--- config.mk ---
export PLATFORM = sky130hd
export DESIGN_NAME = uart_tx_cfg
export DESIGN_NICKNAME = d
export VERILOG_FILES = /design/src/rtl/uart_pkg.sv /design/src/rtl/uart_tx_fifo.sv /design/src/rtl/uart_tx_cfg.sv
export SDC_FILE = /design/constraint.sdc
export NUM_CORES = 1
export LEC_CHECK = 0
export ABC_AREA = 0
export BUFFER_PORTS_ARGS = -buffer_cell sky130_fd_sc_hd__clkbuf_2
export CORE_UTILIZATION = 50
export DETAILED_ROUTE_END_ITERATION = 8
export HOLD_SLACK_MARGIN = 0.15
export PLACE_DENSITY = 0.71
export SYNTH_ARGS = -nofsm -noshare
export SYNTH_HDL_FRONTEND = slang
export SYNTH_SLANG_ARGS = --single-unit
--- constraint.sdc ---
create_clock -name CLK -period 2 [get_ports CLK]
set_input_delay 0.2 -clock CLK [delete_from_list [all_inputs] [get_ports CLK]]
set_output_delay 0.2 -clock CLK [all_outputs]
set_load 0.03 [all_outputs]
--- src/rtl/uart_pkg.sv ---
// Shared definitions for the configurable UART transmitter: FSM states and parity types.
package uart_pkg;

  typedef enum logic [2:0] {
    IDLE   = 3'd0,
    START  = 3'd1,
    DATA   = 3'd2,
    PARITY = 3'd3,
    STOP   = 3'd4
  } txState_t;

  localparam logic EVEN = 1'b0;
  localparam logic ODD  = 1'b1;

endpackage

--- src/rtl/uart_tx_fifo.sv ---
// Small synchronous holding buffer in front of the UART transmitter.
// Pointers carry one extra wrap bit so full and empty can be told apart.
module uart_tx_fifo #(
  parameter int WIDTH = 8,
  parameter int DEPTH = 4
) (
  input  logic             CLK,
  input  logic             RST,
  input  logic             push_i,
  input  logic [WIDTH-1:0] wdata_i,
  input  logic             pop_i,
  output logic [WIDTH-1:0] rdata_o,
  output logic             full_o,
  output logic             empty_o
);

  localparam int AW = $clog2(DEPTH);

  logic [WIDTH-1:0] mem_q [DEPTH];
  logic [AW:0]      wrPtr_q;
  logic [AW:0]      rdPtr_q;
  logic             doPush;
  logic             doPop;

  assign empty_o = (wrPtr_q == rdPtr_q);
  assign full_o  = (wrPtr_q[AW] != rdPtr_q[AW]) && (wrPtr_q[AW-1:0] == rdPtr_q[AW-1:0]);
  assign rdata_o = mem_q[rdPtr_q[AW-1:0]];
  assign doPush  = push_i & ~full_o;
  assign doPop   = pop_i & ~empty_o;

  // Advance read/write pointers; reset empties the buffer by aligning them.
  always_ff @(posedge CLK) begin
    if (!RST) begin
      wrPtr_q <= '0;
      rdPtr_q <= '0;
    end else begin
      if (doPush) wrPtr_q <= wrPtr_q + (AW+1)'(1);
      if (doPop)  rdPtr_q <= rdPtr_q + (AW+1)'(1);
    end
  end

  // Storage array is written on accepted pushes only and needs no reset.
  always_ff @(posedge CLK) begin
    if (doPush) mem_q[wrPtr_q[AW-1:0]] <= wdata_i;
  end

endmodule

--- src/rtl/uart_tx_cfg.sv ---
// Configurable UART transmitter: buffered input, optional even/odd parity,
// one or two stop bits and a per-frame bit period latched at frame start.
module uart_tx_cfg
  import uart_pkg::*;
#(
  parameter int DATA_WIDTH     = 8,
  parameter int PRESCALE_WIDTH = 6,
  parameter int FIFO_DEPTH     = 4
) (
  input  logic                      CLK,
  input  logic                      RST,
  input  logic [DATA_WIDTH-1:0]     P_DATA,
  input  logic                      DATA_VALID,
  output logic                      DATA_READY,
  input  logic                      PAR_EN,
  input  logic                      PAR_TYP,
  input  logic                      STOP2,
  input  logic [PRESCALE_WIDTH-1:0] PRESCALE,
  output logic                      TX_OUT,
  output logic                      BUSY,
  output logic                      FRAME_DONE
);

  localparam int BIT_W = $clog2(DATA_WIDTH + 1);
  localparam int PW    = PRESCALE_WIDTH;

  txState_t                state_q;
  logic [DATA_WIDTH-1:0]   shift_q;
  logic [BIT_W-1:0]        bit_q;
  logic [PW-1:0]           cnt_q;
  logic [PW-1:0]           ps_q;
  logic                    parEn_q;
  logic                    parity_q;
  logic                    stop2_q;
  logic                    tx_q;
  logic                    busy_q;

  logic                    fifoPush;
  logic                    fifoPop;
  logic                    fifoFull;
  logic                    fifoEmpty;
  logic [DATA_WIDTH-1:0]   fifoData;

  logic [PW-1:0]           psIn;
  logic                    bitEnd;
  logic                    lastStop;
  logic                    frameEnd;

  uart_tx_fifo #(
    .WIDTH (DATA_WIDTH),
    .DEPTH (FIFO_DEPTH)
  ) u_fifo (
    .CLK     (CLK),
    .RST     (RST),
    .push_i  (fifoPush),
    .wdata_i (P_DATA),
    .pop_i   (fifoPop),
    .rdata_o (fifoData),
    .full_o  (fifoFull),
    .empty_o (fifoEmpty)
  );

  assign psIn     = (PRESCALE == '0) ? PW'(1) : PRESCALE;
  assign bitEnd   = (cnt_q == ps_q - PW'(1));
  assign lastStop = ~stop2_q | (bit_q == BIT_W'(1));
  assign frameEnd = (state_q == STOP) & bitEnd & lastStop;
  assign fifoPop  = ~fifoEmpty & ((state_q == IDLE) | frameEnd);
  assign fifoPush = DATA_VALID & DATA_READY;

  assign DATA_READY = RST & ~fifoFull;
  assign TX_OUT     = tx_q;
  assign BUSY       = busy_q;
  assign FRAME_DONE = frameEnd;

  // Frame sequencer: a pop starts a new frame and latches its configuration,
  // otherwise each bit period ends by moving to the next bit or state.
  always_ff @(posedge CLK) begin
    if (!RST) begin
      state_q  <= IDLE;
      shift_q  <= '0;
      bit_q    <= '0;
      cnt_q    <= '0;
      ps_q     <= PW'(1);
      parEn_q  <= 1'b0;
      parity_q <= 1'b0;
      stop2_q  <= 1'b0;
      tx_q     <= 1'b1;
      busy_q   <= 1'b0;
    end else if (fifoPop) begin
      state_q  <= START;
      shift_q  <= fifoData;
      parity_q <= (^fifoData) ^ (PAR_TYP == ODD);
      parEn_q  <= PAR_EN;
      stop2_q  <= STOP2;
      ps_q     <= psIn;
      cnt_q    <= '0;
      bit_q    <= '0;
      tx_q     <= 1'b0;
      busy_q   <= 1'b1;
    end else if (state_q != IDLE) begin
      if (!bitEnd) begin
        cnt_q <= cnt_q + PW'(1);
      end else begin
        cnt_q <= '0;
        case (state_q)
          START: begin
            state_q <= DATA;
            bit_q   <= '0;
            tx_q    <= shift_q[0];
          end
          DATA: begin
            if (bit_q == BIT_W'(DATA_WIDTH - 1)) begin
              bit_q <= '0;
              if (parEn_q) begin
                state_q <= PARITY;
                tx_q    <= parity_q;
              end else begin
                state_q <= STOP;
                tx_q    <= 1'b1;
              end
            end else begin
              bit_q   <= bit_q + BIT_W'(1);
              shift_q <= shift_q >> 1;
              tx_q    <= shift_q[1];
            end
          end
          PARITY: begin
            state_q <= STOP;
            bit_q   <= '0;
            tx_q    <= 1'b1;
          end
          STOP: begin
            if (!lastStop) begin
              bit_q <= BIT_W'(1);
            end else begin
              state_q <= IDLE;
              bit_q   <= '0;
              tx_q    <= 1'b1;
              busy_q  <= 1'b0;
            end
          end
          default: begin
            state_q <= IDLE;
            tx_q    <= 1'b1;
            busy_q  <= 1'b0;
          end
        endcase
      end
    end
  end

endmodule

# [Word level (Yosys, flattened, before mapping)]
# Memory sizes are Yosys's and may differ from the RTL's. A register that Yosys moved wholly into a read port is not among the register bits.
# Cells that the tools add are included.
[totals] register_bits=38 ramBits=32 in_bits=20 elab_cells=100 memories=1
[memory_table] name="u_fifo.mem_q" depth=4 width=8 read_ports=1 rd_ports_with_merged_regs=1 write_ports=1 line_no="uart_tx_fifo.sv:19" source="logic [WIDTH-1:0] mem_q [DEPTH];"
[op_classes] add_sub_neg=5 eq_ne=16 muxes=33 n_bitwise=14 reduce_logical=18
[op_table] cell="two-way mux 8 bit" n=5
[op_table] cell="two-way mux 1 bit" n=16
[op_table] cell="AND reduction 4 bit" n=4
[op_table] cell="two-way mux 6 bit" n=2
[op_table] cell="one-hot mux 3 bit (4 select lines)" n=1
[op_table] cell="one-hot mux 4 bit (3 select lines)" n=1
[op_table] cell="two-way mux 3 bit" n=3
[op_table] cell="parity 8 bit" n=1
[op_table] cell="bitwise AND 1 bit" n=7
[op_table] cell="adder 3 x 1 -> 3 bit, second input constant" n=2
[op_table] cell="adder 6 x 1 -> 6 bit, second input constant" n=1
[op_table] cell="equality test 3 x 2 -> 1 bit, second input constant" n=2
[op_table] cell="equality test 6 bit" n=1
[op_table] cell="zero test 6 bit" n=1
[op_table] cell="inequality test 3 x 2 -> 1 bit, second input constant" n=2
[op_table] cell="AND reduction 3 bit" n=2
[op_table] cell="nonzero test 2 bit" n=3
[op_table] cell="nonzero test 3 bit" n=2
[op_table] cell="subtractor 6 x 1 -> 6 bit, second input constant" n=1
[op_table] cell="adder 4 x 1 -> 4 bit, second input constant" n=1
[op_table] cell="equality test 4 x 1 -> 1 bit, second input constant" n=1
[op_table] cell="equality test 4 x 3 -> 1 bit, second input constant" n=1
[op_table] cell="two-way mux 2 bit" n=2
[op_table] cell="two-way mux 4 bit" n=1
[op_table] cell="other kinds (16)" n=23

# [Longest topological paths before layout]
# Gate-level depths: netlist of run 1.
[depth] word_depth=9 depth_mapped=9

# [Cells and area by module]
# A second synthesis of run 1 with hierarchy kept.
[hier_totals] cells_unflattened=328 hier_area_um2=3542.1
[by_module_without_submodules] mod="uart_tx_cfg" n_inst=1 cells_per_inst=218 area_per_inst_um2=1818.0 seq_area_each_um2=640.6
[by_module_without_submodules] mod="uart_tx_fifo" n_inst=1 cells_per_inst=110 area_per_inst_um2=1724.2 seq_area_each_um2=1121.1

# [Worst setup path before layout of run 1]
# Ideal clock, no wire load.
[synth_path] path_type="register to output" startpoint="reg ps_q[0]" endpoint="out FRAME_DONE" t_arrival_ns=2.104 path_slack_ns=-0.304 path_stages_with_launch=8 cell_sequence="dfxtp_1 -> inv_1 -> ha_1 -> xnor2_1 -> a21o_1 -> o21ai_4 -> nand2_1 -> nor3b_1"
[synth_via] elab_chain_len=4
[synth_rtl] item="start, declared" line_no="uart_tx_cfg.sv:31" source="logic [PW-1:0] ps_q;"
[synth_rtl] item="start signal, assigned" line_no="uart_tx_cfg.sv:95" source="ps_q <= psIn;"
[synth_rtl] item="subtractor 6 x 1 -> 6 bit" line_no="uart_tx_cfg.sv:64" source="assign bitEnd = (cnt_q == ps_q - PW'(1));"
[synth_rtl] item="equality test 6 bit" line_no="uart_tx_cfg.sv:64"
[synth_rtl] item="bitwise AND 1 bit (2 in a row)" line_no="uart_tx_cfg.sv:66" source="assign frameEnd = (state_q == STOP) & bitEnd & lastStop;"
[synth_rtl] item="end, declared" line_no="uart_tx_cfg.sv:21" source="output logic FRAME_DONE"
# No other way between the ends.

# [Worst setup path after layout of run 1]
# Same ends and word-level chain as after synthesis.

==> flow_summary_export.csv, run 1 <==
group,metric,value,unit
run_status,run_status,"finished, violations left",
run_status,violations,"design-rule violations, negative setup slack",
timing,setup_slack,-149.3,ps
yosys,synth_top_family_by_area,"compound AO/OA/AOI/OAI gates",
yosys,synthAdderAreaFrac,3.298,%
yosys,yosys.area.top_type_share,28.14,%
timing,final.setup_skew,6.663,ps
routing,antenna_left,0,
final_layout,drive_above_1_share,34.84,%
yosys,synth-simple-area-share,12.61,%
yosys,ys_types,54,
floorplan,die_w,84.64,um
worst_setup_path,critPathMaxFanout,4,
routing,first_iter_violations,164,
worst_setup_path,worstSetupEndpointType,"output pin",
yosys,ys_top_cells_by_area,"edfxtp_1 28%, dfxtp_1 23%, mux4_2 4.0%, ha_1 3.3%, xor2_1 3.1%",
worst_setup_path,cp.required,1800,ps
timing,rsz0062_at_grt,"true",
floorplan,die_height,84.64,um
cts,clk_latency,350,ps
place,io_buffers,23,
routing,wl,7864,um
floorplan,rows,29,
grt,antenna_found_initial,0,
grt,grt_pass1_vias,2634,
yosys,synthXorXnorAreaFrac,7.036,%
grt,grt_max_degree,25,
routing,vias,2662,
pwr,p_per_area,1503,nW/um^2
timing,min_period,2149,ps
timing,slew_viol_final,0,
yosys,ys_ff_latch,72,
timing,setup_viol,33,
cts,cts_tree,"built",
timing,worst_pin_slew,530.9,ps
pwr,peakVddDrop,699.0,uV
final_layout,area_growth,34.26,%
grt,grt_pass1_wl,12470,um
yosys,yosys_warnings,0,
yosys,synthesis.nets,336,
yosys,synthMuxAreaShare,8.428,%
yosys,seq_area_frac_synth,51.59,%
routing,post_drt_wl_per_cell,16.52,um
flow_run,cap_violations,0,
routing,dr.pass1.iters,6,
yosys,synth_edf_count,32,
yosys,synth_ff_type,"dfxtp_1",
timing,fin_crit_sh,107.5,%
cts,clkTransAtPathRegs,80,ps
cts,htreeDepth,3,
cts,cts_root_buf,"clkbuf_8",
final_layout,final_area,4584,um^2
hold_path,hold_class,"in -> reg",
timing,hold_viol_final,0,
final_layout,final_core_util,70.98,%
timing,max_freq,465.3,MHz
grt,grt-ovfl-total,0,
place,dp_hpwl,5075,um
yosys,async_reset_ff_share,0,%
cts,cts_buffers,9,
final_layout,antenna_cells,0,
floorplan,start_util,52.87,%
timing,slew_headroom,64.34,%
grt,track_usage,22.90,%
cts,clockBufferDepth,2,
place,placed_area,3851,um^2
yosys,synth_top_area_cell,"edfxtp_1",
place,gp_congestion,0.8710,
yosys,synth.cell_area,3415,um^2
cts,clkSinkCount,72,
floorplan,die_area,7164,um^2
final_layout,nets,423,
pwr,p_leak,1.811,nW
yosys,synthCells,307,
worst_setup_path,cp-start-kind,"flip-flop",
floorplan,io_pins,24,
yosys,synth_area_per_cell,11.12,um^2
worst_setup_path,arrival,1950,ps
worst_setup_path,worstSetupPathType,"reg -> out",
routing,drc,4,
floorplan,core,6459,um^2
routing,vias_per_cell,5.592,
yosys,synth_compound_area_share,13.26,%
report_power, final:
| group | total, mW | internal (mW) | switching (mW) |
|---|---|---|---|
| registers | 2.03 | 1.80 | 0.226 |
| logic | 3.83 | 1.98 | 1.85 |
| clock network | 1.03 | 0.457 | 0.576 |
cell usage after synthesis (3+ instances only):
library cell,instances
nor2_1,22
a211oi_1,9
xor2_1,12
ha_1,9
mux4_2,6
edfxtp_1,32
dfxtp_1,40
a21oi_1,20
or3_1,3
o21ai_1,14
mux2i_1,10
xnor2_1,11
clkbuf_1,6
o21ai_0,3
nand3_1,16
nand2_1,14
nor3_1,12
inv_1,12
and3_1,6
buf_2,4
worst max-delay path: stages, from the launching register on:
cell,delay (ps)
dfxtp_4,380
inv_2,50
ha_4,180
xnor2_1,120
a21o_1,190
o21ai_4,160
buf_6,130
nand2_4,50
nor3b_2,160
clkbuf_8,180
kinds of logic (layout without fill, tap and decap cells):
family / Yosys count / in the layout
fa+ha+maj: 9 / 9
xor+xnor: 25 / 25
buf+inv: 28 / 120
compound gates: 69 / 69
mux: 18 / 18
simple gates: 86 / 86
flops: 72 / 72
state kept, by name, indices dropped and copies added, names as in the netlist, named ones only:
register,cells
BUSY,1
TX_OUT,1
bit_q,4
cnt_q,6
parEn_q,1
parity_q,1
ps_q,6
shift_q,8
state_q,3
stop2_q,1
u_fifo.mem_q,32
u_fifo.rdPtr_q,3
u_fifo.wrPtr_q,3
layout by cell type (no fill, tap or decap), types with 3 or more instances in the layout:
cell type,Yosys,routed
dfxtp_1,40,35
buf_4,1,33
edfxtp_1,32,32
nor2_1,22,22
clkbuf_2,0,22
dlygate4sd3_1,0,16
a21oi_1,20,14
buf_6,2,14
nand3_1,16,13
nand2_1,14,12
xor2_1,12,12
inv_1,12,11
o21ai_1,14,11
nor3_1,12,10
mux2i_1,10,10
clkbuf_8,0,10
a211oi_1,9,9
xnor2_1,11,8
ha_1,9,8
a21oi_2,1,7
mux4_2,6,7
and3_1,6,6
xnor2_2,1,4
dfxtp_2,0,4
inv_2,2,3
nand3_2,2,3
o21ai_0,3,3
o21ai_2,0,3
timing repair:
item,4_1_cts,5_1_grt
setup buffers,12,2
pin swaps,15,29
endpoints found under the hold margin,40,0
gates resized for setup,24,38
endpoints found under the setup margin,38,38
cloned,0,2
hold buffers,16,0
layer usage:
metal | vias to the layer above | part of all wire [%] | track usage (%)
met5 | - | 0 | 0
met4 | 0 | 1.7 | 11.09
met3 | 12 | 3.8 | 4.031
met2 | 51 | 51 | 38.65
met1 | 1282 | 43 | 28.55
li1 | 1317 | - | -
stage by stage:
stage | TNS [ps] | hold WS (ps) | std cells | setup WS, ps | power (mW)
floorplan | 0 | 280.0 | 307 | 18.13 | 3.840
global placement | -858.6 | 415.5 | 429 | -56.37 | 4.650
detailed placement | -2375 | 423.9 | 429 | -147.0 | 4.715
CTS | -1073 | 178.1 | 473 | -149.5 | 6.358
global route | -5736 | 243.4 | 476 | -231.7 | 7.276
finish | -1921 | 187.1 | 476 | -149.3 | 6.890
final cells by class:
cell class,instances,area (um^2)
fill,436,1874
sequential,72,1770
multi-input combinational,207,1718
timing repair buffer,90,769.5
clock buffer,9,123.9
tap,77,96.34
clock inverter,7,53.80
inverter,14,52.55
path summary, 6_finish.rpt:
check / start / end / slack (ps) / cells past startpoint
max: ps_q[0] / FRAME_DONE / -150 / 9
min: DATA_VALID / u_fifo.wrPtr_q[1] / 190 / 3
min reg2reg: stop2_q / stop2_q / 510 / 2
max reg2reg: ps_q[0] / shift_q[1] / -110 / 10
Note: power is estimated with default switching activity, not from simulation.
==> run 2: changes to the inputs <==
SETUP_SLACK_MARGIN = 0.15   (was not set)
==> flow_summary_export.csv, run 2 (synthesized netlist as in run 1, its figures left out) <==
group,metric,value,unit
run_status,run_status,"finished, violations left",
run_status,violations,"negative setup slack",
worst_setup_path,path_cells,"inv_2 -> ha_4 -> xnor2_1 -> a21o_1 -> o21ai_4 -> buf_6 -> a31oi_4 -> buf_6 -> or4_4 -> a21oi_2",
floorplan,die_area,7164,um^2
timing,setup_viol,17,
cts,clkSinkCount,72,
place,dp.cells,419,
routing,dr.pass1.iters,6,
floorplan,io_pins,24,
pwr,p_per_area,1454,nW/um^2
timing,hold_viol_final,0,
timing,slew_headroom,67.49,%
place,io_buffers,23,
flow_run,cap_violations,0,
timing,max_freq,465.2,MHz
cts,cts_root_buf,"clkbuf_8",
cts,htreeDepth,3,
worst_setup_path,reg2reg_slack,-150,ps
timing,fin_crit_sh,107.5,%
worst_setup_path,cp.required,2290,ps
worst_setup_path,cpMostUsedCell,"buf_6",
final_layout,drive_above_1_share,34.19,%
routing,antenna_left,0,
cts,clockBufferDepth,2,
hold_path,hold_path_startpoint,"PRESCALE[0]",
grt,grt_max_degree,25,
place,placed_area,3787,um^2
floorplan,rows,29,
pwr,peakVddDrop,642.4,uV
worst_setup_path,r2r_end,"u_fifo.rdPtr_q[2]",
final_layout,antenna_cells,0,
worst_setup_path,cp_slowest_stage_delay,410,ps
place,dp_hpwl,5091,um
worst_setup_path,crit_buf_inv,3,
cts,clkTransAtPathRegs,80,ps
grt,grt-ovfl-total,0,
grt,grt_pass1_vias,2711,
grt,track_usage,23.73,%
final_layout,fill_cells,490,
worst_setup_path,worstSetupEndpointType,"flip-flop",
final_layout,nets,413,
final_layout,layout_commonest_cell,"dfxtp_1",
worst_setup_path,cp-start-kind,"flip-flop",
grt,antenna_found_initial,0,
worst_setup_path,slowest_stage,"or4_4",
grt,grt_pass1_wl,12940,um
floorplan,start_util,52.87,%
timing,worst_pin_slew,483.9,ps
timing,min_period,2150,ps
timing,fin_setup_tns,-1135,ps
place,gp_congestion,0.8516,
routing,post_drt_wl_per_cell,16.41,um
hold_path,hold_depth,3,
worst_setup_path,arrival,2440,ps
timing,final.setup_skew,7.100,ps
final_layout,largest_register_ffs,32,
worst_setup_path,crit_family,"compound AO/OA/AOI/OAI gates",
routing,drc,0,
floorplan,die_height,84.64,um
routing,vias,2650,
final_layout,final_area,4442,um^2
worst_setup_path,r2r_start,"ps_q[1]",
routing,vias_per_cell,5.687,
final_layout,final_cell_mix,"36 x dfxtp_1, 32 x edfxtp_1, 29 x buf_4",
cts,cts_buffers,9,
pwr,p_leak,1.735,nW
timing,rsz0062_at_grt,"true",
timing,slew_viol_final,0,
final_layout,area_growth,30.08,%
timing,setup_slack,-149.8,ps
worst_setup_path,worstSetupPathType,"reg -> reg",
worst_setup_path,critPathMaxFanout,4,
routing,first_iter_violations,158,
cts,clk_latency,350,ps
hold_path,hold_class,"in -> reg",
cts,cts_tree,"built",
hold_path,holdPathEnd,"ps_q[0]",
routing,wl,7646,um
worst_setup_path,reg2regPathDepth,10,
floorplan,core,6459,um^2
final_layout,instances_no_fill,466,
floorplan,die_w,84.64,um
## run 2: cell types whose count changed in the layout (fill, tap and decap cells not counted), sizes merged
| cell | before | now |
|---|---|---|
| dlygate4sd3 | 16 | 15 |
| buf | 50 | 42 |
| inv | 16 | 15 |
## run 2: how the worst max path moves through the flow
| stage | startpoint | endpoint | slack, ps | depth (start not counted) |
|---|---|---|---|---|
| 2_1_floorplan | flip-flop | parity_q | 80 | 7 |
| 3_3_place_gp | ps_q[1] | bit_q[2] | -30 | 8 |
| 3_5_place_dp | ps_q[1] | bit_q[2] | -110 | 8 |
| 4_1_cts | ps_q[1] | bit_q[2] | -90 | 10 |
| 5_1_grt | ps_q[1] | bit_q[2] | -230 | 9 |
| 6_report | ps_q[1] | u_fifo.rdPtr_q[2] | -150 | 10 |
## run 2: repair_timing
| action | 4_1_cts | 5_1_grt |
|---|---|---|
| hold buffers | 15 | 0 |
| pin swaps | 12 | 9 |
| resized for setup | 31 | 22 |
| setup endpoints to repair | 38 | 48 |
| gates cloned | 1 | 0 |
| endpoints found under the hold margin | 39 | 0 |
| buffers inserted | 12 | 3 |
## run 2: area by class of cell
type	count	area [um^2]	share of cell area (%)
timing repair buffer	80	646.9	14.56
clock buffer	10	127.6	2.873
tap	77	96.34	2.169
multi-input combinational	207	1695	38.17
clock inverter	6	46.29	1.042
inverter	14	55.05	1.239
sequential	72	1774	39.94
## run 2: through the flow
| step | power (mW) | utilization (%) | hold WS [ps] | setup WS, ps |
|---|---|---|---|---|
| 5_1_grt | 6.846 | 68.77 | 160.3 | -225.6 |
| 3_3_place_gp | 4.601 | 58.64 | 416.2 | -31.10 |
| 4_1_cts | 6.205 | 67.24 | 152.0 | -88.46 |
| 2_1_floorplan | 3.965 | - | 280.0 | 83.37 |
| 3_5_place_dp | 4.668 | 58.64 | 420.0 | -107.6 |
| 6_report | 6.459 | 68.77 | 156.1 | -149.8 |
## run 2: where the power goes
part | internal, mW | leakage, nW | total [mW] | switching (mW)
Clock | 0.456 | 0.0829 | 1.03 | 0.578
Sequential | 1.81 | 0.619 | 2.06 | 0.253
Combinational | 1.67 | 1.03 | 3.36 | 1.70
Total | 3.93 | 1.73 | 6.46 | 2.53
## run 2: worst reg2reg max path, cell delays in order, from the launching register on
cell	delay, ps
dfxtp_4	380
inv_2	50
ha_4	150
xnor2_1	110
a21o_1	180
o21ai_4	230
buf_6	150
a31oi_4	130
buf_6	150
or4_4	410
a21oi_2	140
## run 2: layer usage
metal	part of all wire [%]	GRT usage [%]
met5	0	0
met4	1.8	8.629
met3	3.6	5.605
met2	49	38.95
met1	46	30.83
